<file path="src/rtl/ls_addr_gen.sv">
// Strided address generator / memory sequencer between the load/store unit and a single-port data memory.
// Optional stall counter: define LS_ADDR_GEN_STALL_CNT_EN to enable O_Stall_Cnt, otherwise it is tied to 0.
module ls_addr_gen #(
    parameter int ADDR_WIDTH = 16,
    parameter int DATA_WIDTH = 32
) (
    input  logic                  clock,
    input  logic                  reset,
    input  logic                  I_St_Req,
    input  logic                  I_Ld_Req,
    input  logic [ADDR_WIDTH-1:0] I_Length,
    input  logic [ADDR_WIDTH-1:0] I_Stride,
    input  logic [ADDR_WIDTH-1:0] I_Base_Addr,
    input  logic                  I_St_Valid,
    input  logic [DATA_WIDTH-1:0] I_St_Data,
    input  logic                  I_Ld_Valid,
    input  logic                  I_Mem_Stall,
    input  logic [DATA_WIDTH-1:0] I_Mem_RData,
    output logic                  O_St_Ready,
    output logic                  O_Ld_Ready,
    output logic [DATA_WIDTH-1:0] O_Ld_Data,
    output logic                  O_St_End_Access,
    output logic                  O_Ld_End_Access,
    output logic [ADDR_WIDTH-1:0] O_Mem_Addr,
    output logic                  O_Mem_We,
    output logic                  O_Mem_Re,
    output logic [DATA_WIDTH-1:0] O_Mem_WData,
    output logic                  O_Busy,
    output logic [15:0]           O_Stall_Cnt
);

    localparam logic [ADDR_WIDTH-1:0] ONE = ADDR_WIDTH'(1);

    typedef enum logic [2:0] {
        S_IDLE,
        S_ST_RUN,
        S_LD_RUN,
        S_LD_DRAIN,
        S_END
    } state_t;

    state_t                r_state;
    state_t                w_state_next;
    logic [ADDR_WIDTH-1:0] r_addr;
    logic [ADDR_WIDTH-1:0] r_stride;
    logic [ADDR_WIDTH-1:0] r_remaining;
    logic                  r_is_store;
    logic                  r_ld_pend;
    logic                  w_accept;
    logic                  w_st_issue;
    logic                  w_ld_issue;
    logic                  w_issue;

    // Issue is suppressed while reset is high so an aborted access never touches memory.
    assign w_st_issue = (r_state == S_ST_RUN) && I_St_Valid && !I_Mem_Stall && !reset;
    assign w_ld_issue = (r_state == S_LD_RUN) && I_Ld_Valid && !I_Mem_Stall && !reset;
    assign w_issue    = w_st_issue || w_ld_issue;

    always_comb begin
        w_state_next = r_state;
        w_accept     = 1'b0;
        case (r_state)
            S_IDLE: begin
                if (I_St_Req || I_Ld_Req) begin
                    w_accept = 1'b1;
                    if (I_Length == '0)
                        w_state_next = S_END;
                    else if (I_St_Req)
                        w_state_next = S_ST_RUN;
                    else
                        w_state_next = S_LD_RUN;
                end
            end
            S_ST_RUN: begin
                if (w_st_issue && (r_remaining == ONE))
                    w_state_next = S_END;
            end
            S_LD_RUN: begin
                if (w_ld_issue && (r_remaining == ONE))
                    w_state_next = S_LD_DRAIN;
            end
            S_LD_DRAIN: w_state_next = S_END;
            S_END:      w_state_next = S_IDLE;
            default:    w_state_next = S_IDLE;
        endcase
    end

    always_ff @(posedge clock) begin
        if (reset) begin
            r_state     <= S_IDLE;
            r_addr      <= '0;
            r_stride    <= '0;
            r_remaining <= '0;
            r_is_store  <= 1'b0;
            r_ld_pend   <= 1'b0;
        end else begin
            r_state   <= w_state_next;
            r_ld_pend <= w_ld_issue;
            if (w_accept) begin
                r_is_store  <= I_St_Req;
                r_stride    <= I_Stride;
                r_addr      <= I_Base_Addr;
                r_remaining <= I_Length;
            end else if (w_issue) begin
                r_addr      <= r_addr + r_stride;
                r_remaining <= r_remaining - ONE;
            end
        end
    end

    assign O_Mem_We        = w_st_issue;
    assign O_Mem_Re        = w_ld_issue;
    assign O_Mem_Addr      = w_issue ? r_addr : '0;
    assign O_Mem_WData     = w_st_issue ? I_St_Data : '0;
    assign O_St_Ready      = w_st_issue;
    // Memory returns read data one cycle after issue; forward it only in that cycle.
    assign O_Ld_Ready      = r_ld_pend;
    assign O_Ld_Data       = r_ld_pend ? I_Mem_RData : '0;
    assign O_St_End_Access = (r_state == S_END) && r_is_store;
    assign O_Ld_End_Access = (r_state == S_END) && !r_is_store;
    assign O_Busy          = (r_state != S_IDLE);

`ifdef LS_ADDR_GEN_STALL_CNT_EN
    logic [15:0] r_stall_cnt;

    always_ff @(posedge clock) begin
        if (reset) begin
            r_stall_cnt <= '0;
        end else if (w_accept) begin
            r_stall_cnt <= '0;
        end else if (((r_state == S_ST_RUN) || (r_state == S_LD_RUN)) && I_Mem_Stall
                     && (r_stall_cnt != 16'hFFFF)) begin
            r_stall_cnt <= r_stall_cnt + 16'd1;
        end
    end

    assign O_Stall_Cnt = r_stall_cnt;
`else
    assign O_Stall_Cnt = '0;
`endif

endmodule

</file>
<file path="config.mk">
export PLATFORM = sky130hd
export DESIGN_NAME = ls_addr_gen
export DESIGN_NICKNAME = d
export VERILOG_FILES = /design/src/rtl/ls_addr_gen.sv
export SDC_FILE = /design/constraint.sdc
export NUM_CORES = 1
export LEC_CHECK = 0
export BUFFER_PORTS_ARGS = -buffer_cell sky130_fd_sc_hd__buf_2
export CORE_AREA = 2 2 91 102
export DETAILED_ROUTE_END_ITERATION = 10
export DIE_AREA = 0 0 93 104
export PLACE_DENSITY_LB_ADDON = 0.3
export SETUP_SLACK_MARGIN = 0.5
export SLEW_MARGIN = 20
export SYNTH_ARGS = -nofsm -noshare
export SYNTH_HDL_FRONTEND = slang
export SYNTH_SLANG_ARGS = --single-unit
</file>
<file path="constraint.sdc">
create_clock -name clock -period 2.65 [get_ports clock]
set_clock_uncertainty 0.05 [all_clocks]
set_input_delay 0.265 -clock clock [delete_from_list [all_inputs] [get_ports clock]]
set_output_delay 0.265 -clock clock [all_outputs]
set_load 0.05 [all_outputs]
</file>
==> metrics.txt, run 1 <==
status completed; GR Layer Usage met3 0.06377; HPWL Detailed 9989 um; M1 GR Usage 0.3067; fmax 0.4654 GHz; storage element area 0.001079 sq mm; die width 93 um; final setup fails 0; CTS tree built; crit-path cells ha_1, fa_2, a211oi_2, o21ai_2, a31oi_1, xnor2_1, a222oi_1, nor2_1; logic gate share of total power 0.589; switch share 0.4768; crit path max-delay cell type fa_2; leakage 2.678 nW; Core Area 0.008648 sq mm; Initial Utilization 0.4385; final slew viol count 0; Clock power frac 0.106; total overflow reported by the global router 0; R2R setup slack 0.50 ns; # rows 36; Power Density 811.7 mW/mm^2; via count of the first global-routing pass 4066; GRT Resource Usage Total 0.2554; Worst Setup SP r_addr[0]; sequential share of power 0.305; WP data arrival 2.29 ns; clk sinks 53; area delta synth->final 45.60%; Synth cell types 64; Reg2Reg Launch Point r_addr[0]; setup_tns 0 ns; wire per inst 16.42 um; largest net degree at the start of global routing 52; Worst setup SP type register; Synth Flop Type dfxtp_1; register area share after synthesis 0.2798; share of flip-flops with an asynchronous set or reset 0; fin util 0.6385; GRT Max-Usage Layer met2; Worst Path Required 2.79 ns; M2 GR Usage 0.4534; mapped cell area 0.003792 sq mm; Hold Path Class in2reg; count of final hold-check violations 0; Clock Latency Late Sink 0.32 ns; gpl congestion 0.9306; die footprint 0.009672 sq mm; EDFF count, synth 0; cell internal pwr 2.345 mW; total net switching power 2.137 mW; Num CTS Buffers 5; via count 4478; Worst IR Drop VDD 0.0005593 V; fraction of layout cells with a size suffix above 1 0.4284; CTS H-tree depth 2; most frequent cells after synthesis 81 x and2_1, 71 x nand2_1, 53 x dfxtp_1; multi-input logic area 0.002711 sq mm; share of Yosys cell area claimed by the top area cell type 0.2798; CP endpoint kind register; hold path start I_Stride[12]; clock root buffer master clkbuf_8; Total Wirelength 13560 um; Top Ports 222; Slew Limit Headroom 0.5325; Setup CP Type reg2reg; first-pass GRT wire length 20140 um; most common cell in the netlist and2_1; DRC viols 0; RSZ-0062 raised after global routing yes; Final period util 0.8108; Die Ht 104 um; crit-path max cell delay 0.38 ns; Port-buffer cells 205; crit-path max FO 3; clock tree buffer depth 2; post-route antenna net violation count 0; n_diodes 0; clk slew on worst S/H paths 0.10 ns; initial DRC count 218; Yosys reg bits 53; max-cap violations 0; Fillers 784; Post-Syn Instances 510; yosys warns 0; Period minus WS final 2.149 ns; hold buffer count at cts 0; initial antenna violation count 0; Final #Nets 848; mean cell area of the mapped netlist 7.436 sq um; Avg Vias per Cell 5.421; post-synth top area cell dfxtp_1; Initial DRT Pass Iterations 5; worst-margin pin slew 0.7003 ns; Area contributors post-synth dfxtp_1 28%, and2_1 13%, nand2_1 7.0%, ha_1 5.6%, a21oi_1 5.4%
## cell families (layout without fill, tap and decap cells)
kind of cell	after synthesis	after routing	synth area share
and+or+nand+nor	240	240	0.3319
AOI/OAI and AO/OA	127	127	0.2227
buffers and inverters	60	247	0.07720
DFF	53	53	0.2798
adders and majority gates	18	18	0.06137
xor gates and xnor gates	10	10	0.02309
other	1	16	0.0009888
muxes	1	1	0.002969
## worst paths after layout
check                       to  cells after the start
setup / recovery    r_addr[10]                      8
hold / removal    r_stride[12]                      3
hold reg to reg    r_stride[2]                      2
setup reg to reg    r_addr[10]                      8
## worst max-delay path: cells and delay by family, from the launching register on
kind / cells / cell delay [ns]
DFF: 1 / 0.33
xor gates and xnor gates: 1 / 0.09
AOI/OAI and AO/OA: 4 / 0.88
and+or+nand+nor: 1 / 0.07
adders and majority gates: 2 / 0.60
## sequential cells by signal, indices dropped and copies added, names as in the netlist
signal,count
r_state,3
r_remaining,16
r_stride,16
r_addr,16
O_Ld_Ready,1
r_is_store,1
## repair_timing
| action | 4_1_cts | 5_1_grt |
|---|---|---|
| endpoints found under the setup margin | 64 | 69 |
| cloned | 0 | 1 |
| pin swaps | 7 | 5 |
| endpoints found under the hold margin | 0 | 0 |
| gates resized for setup | 72 | 46 |
| setup buffers | 5 | 9 |
## layout make-up
class,count,share of cell area
clock buffers,6,0.01314
clock inverters,2,0.002493
inverters,9,0.007478
multi-input cells,412,0.4910
flip-flops and latches,53,0.1953
well taps,114,0.02583
repair buffers,230,0.2647
## stage by stage
step                instance area [sq um]  cells  setup slack (ns)  power [mW]  hold slack, ns
finish                               5522    826            0.5014       4.482          0.1207
global route                         5522    826            0.4274       4.812          0.1214
CTS                                  5202    816            0.4102       4.204          0.1158
detailed placement                   4881    803            0.2465       3.604          0.4040
global placement                     4881    803            0.2995       3.542          0.3979
floorplan                            3881    525            0.3990       2.990          0.3510
## cells in the final DEF, fill, tap and decap left out, types with 6 or more instances in the layout
master    Yosys  layout
conb_1        1      16
nor2_1       34      33
and2_1       81      64
nor3_1        9       8
dfxtp_1      53      45
a21oi_1      41      40
ha_1         17      12
inv_1         7       7
buf_2         3     157
nand3_1      10       8
buf_4        17      52
a22oi_1      11      11
buf_6         0      16
o21ai_0      13      11
nand2_1      71      68
o22ai_1       6       6
o311ai_0      6       6
a31oi_1       9       9
and2_2        0      16
a21o_1        7       7
## power by group through the flow
stage                     logic (mW)  clock network, mW  registers, mW
after floorplan                 1.74                  0           1.25
after global placement          2.24                  0           1.30
after detailed placement        2.28                  0           1.32
after CTS                       2.39              0.489           1.32
after global routing            2.89              0.515           1.40
final                           2.64              0.476           1.36
## layer usage
metal | share of wire | wire [um] | up-vias
li1 | - | - | 2167
met1 | 0.39 | 5286 | 2103
met2 | 0.52 | 6995 | 190
met3 | 0.083 | 1124 | 18
met4 | 0.011 | 153 | 0
met5 | 0 | 0 | -
Note: power is estimated with default switching activity, not from simulation.
==> run 2, diff against run 1 <==
clock period = 2.15 ns   (was 2.65 ns; I/O delays follow)
==> run 2 against run 1 <==
The run now ends with negative setup slack left; register-to-register slack lost 0.51 ns; first-iteration DRC count up 68%; maximum frequency fell by 0.35%; total power up 74%; non-clock buffer count increased by 58; die area unchanged; worst setup slack lost 0.51 ns; clock-buffer cell count unchanged; combinational power rose by 100%; global-route usage up 7.2 points; critical path depth is the same.
==> metrics.txt, run 2 (synthesis results as in run 1) <==
GRT Max-Usage Layer met2; Hold Path Class in2reg; crit-path max FO 5 (+2); Period minus WS final 2.156 ns (+0.007647 ns); Total Wirelength 19320 um (+42%); M2 GR Usage 0.5854 (+0.1320); wire per inst 21.80 um (+33%); Initial DRT Pass Iterations 5 (unchanged); count of final hold-check violations 0 (unchanged); final setup fails 2 (+2); most frequent cells in the layout 151 x buf_2, 62 x nand2_1, 48 x buf_6; gpl congestion 0.9437 (+1.4%); Worst setup SP type register; Largest regs r_addr (16), r_remaining (16), r_stride (16); Initial Utilization 0.4385 (unchanged); Avg Vias per Cell 5.909 (+9.0%); CP endpoint kind register; DRC viols 0 (unchanged); first-pass GRT wire length 25430 um (+26%); fraction of layout cells with a size suffix above 1 0.5790 (+0.1506); commonest non-fill, non-tap cell in the layout buf_2; M1 GR Usage 0.3751 (+0.06839); clock root buffer master clkbuf_8; Num CTS Buffers 5 (unchanged); Worst IR Drop VDD 0.0006879 V (+23%); largest net degree at the start of global routing 52 (unchanged); Power Density 1115 mW/mm^2 (+37%); clk slew on worst S/H paths 0.10 ns (about the same); leakage 3.262 nW (+22%); die footprint 0.009672 sq mm (unchanged); n_diodes 0 (unchanged); hold buffer count at cts 0 (unchanged); initial antenna violation count 0 (unchanged); clock tree buffer depth 2 (unchanged); fmax 0.4638 GHz (-0.35%); # rows 36 (unchanged); max-cap violations 0 (unchanged); Final #Nets 908 (+7.1%); failing checks negative setup slack; Slew Limit Headroom 0.4405 (-0.09204); Core Area 0.008648 sq mm (unchanged); HPWL Detailed 10800 um (+8.2%); RSZ-0062 raised after global routing yes; Die Ht 104 um (unchanged); via count of the first global-routing pass 4813 (+18%); worst-margin pin slew 0.8288 ns (+0.1285 ns); setup_tns -0.01138 ns (-0.01138 ns); clk sinks 53 (unchanged); GR Layer Usage met3 0.05725 (-0.006522); WP data arrival 2.30 ns (about the same); CTS H-tree depth 2 (unchanged); CTS tree built; Final period util 1.003 (+0.1921); Worst Path Required 2.29 ns (-0.50 ns); Port-buffer cells 205 (unchanged); status finished, violations left; Setup CP Type reg2reg; setup ws final -0.006229 ns (-0.5076 ns); pre-CTS WS 0.07624 ns (-0.1703 ns); Clock Latency Late Sink 0.33 ns (about the same); final slew viol count 0 (unchanged); area delta synth->final 84.72%; post-route antenna net violation count 0 (unchanged); initial DRC count 366 (+68%); GRT Resource Usage Total 0.3277 (+0.07237); die width 93 um (unchanged); via count 5235 (+17%); Top Ports 222 (unchanged); total overflow reported by the global router 0 (unchanged)
## run 2: per-stage QoR
stage / cell area, sq um / utilization / total power [mW] / hold WS (ns) / std cells
after floorplan: 4248 / - / 4.064 / 0.3010 / 525
after global placement: 5195 / 0.6007 / 4.734 / 0.4027 / 806
after detailed placement: 5195 / 0.6007 / 4.815 / 0.4041 / 806
after CTS: 6325 / 0.7313 / 6.786 / 0.06394 / 860
after global routing: 7005 / 0.8100 / 8.120 / 0.07261 / 886
final: 7005 / 0.8100 / 7.808 / 0.06864 / 886
## run 2: power by group
group / internal, mW / leakage [nW] / total, mW / switching, mW
registers: 1.35 / 0.444 / 1.76 / 0.420
clock network: 0.381 / 0.0617 / 0.756 / 0.375
logic: 2.53 / 2.76 / 5.29 / 2.76
## run 2: cell type report
class | instances | area (sq um)
clock buffers | 6 | 82.58
clock inverters | 2 | 36.28
fillers | 512 | 1643
inverters | 9 | 56.30
multi-input cells | 413 | 3085
flip-flops and latches | 53 | 1091
well taps | 114 | 142.6
repair buffers | 288 | 2500
repair inverters | 1 | 11.26
## run 2: per-layer routing
| layer | share of wire | vias up |
|---|---|---|
| li1 | - | 2294 |
| met1 | 0.33 | 2480 |
| met2 | 0.51 | 360 |
| met3 | 0.096 | 101 |
| met4 | 0.064 | 0 |
| met5 | 0 | - |
## run 2: path summary, 6_finish.rpt
check	from	endpoint	slack, ns	depth (start not counted)
setup reg to reg	r_state[0]	r_remaining[6]	-0.006	8
setup / recovery	r_state[0]	r_remaining[6]	-0.006	8
hold reg to reg	r_stride[5]	r_stride[5]	0.42	2
hold / removal	I_Stride[3]	r_stride[3]	0.07	3
## run 2: repair_timing
action                     4_1_cts  5_1_grt
setup endpoints to repair      118      137
pin swaps                       37       45
gates cloned                     5        8
resized for setup              164      104
buffers inserted                41       18
## run 2: worst max-delay path: stages, from the launching register on
cell and delay [ns]:
dfxtp_4 0.39, nor3b_4 0.27, nand3_4 0.22, clkinv_8 0.13
o21ai_4 0.06, buf_4 0.15, buf_6 0.11, o311ai_0 0.48
a31oi_1 0.16
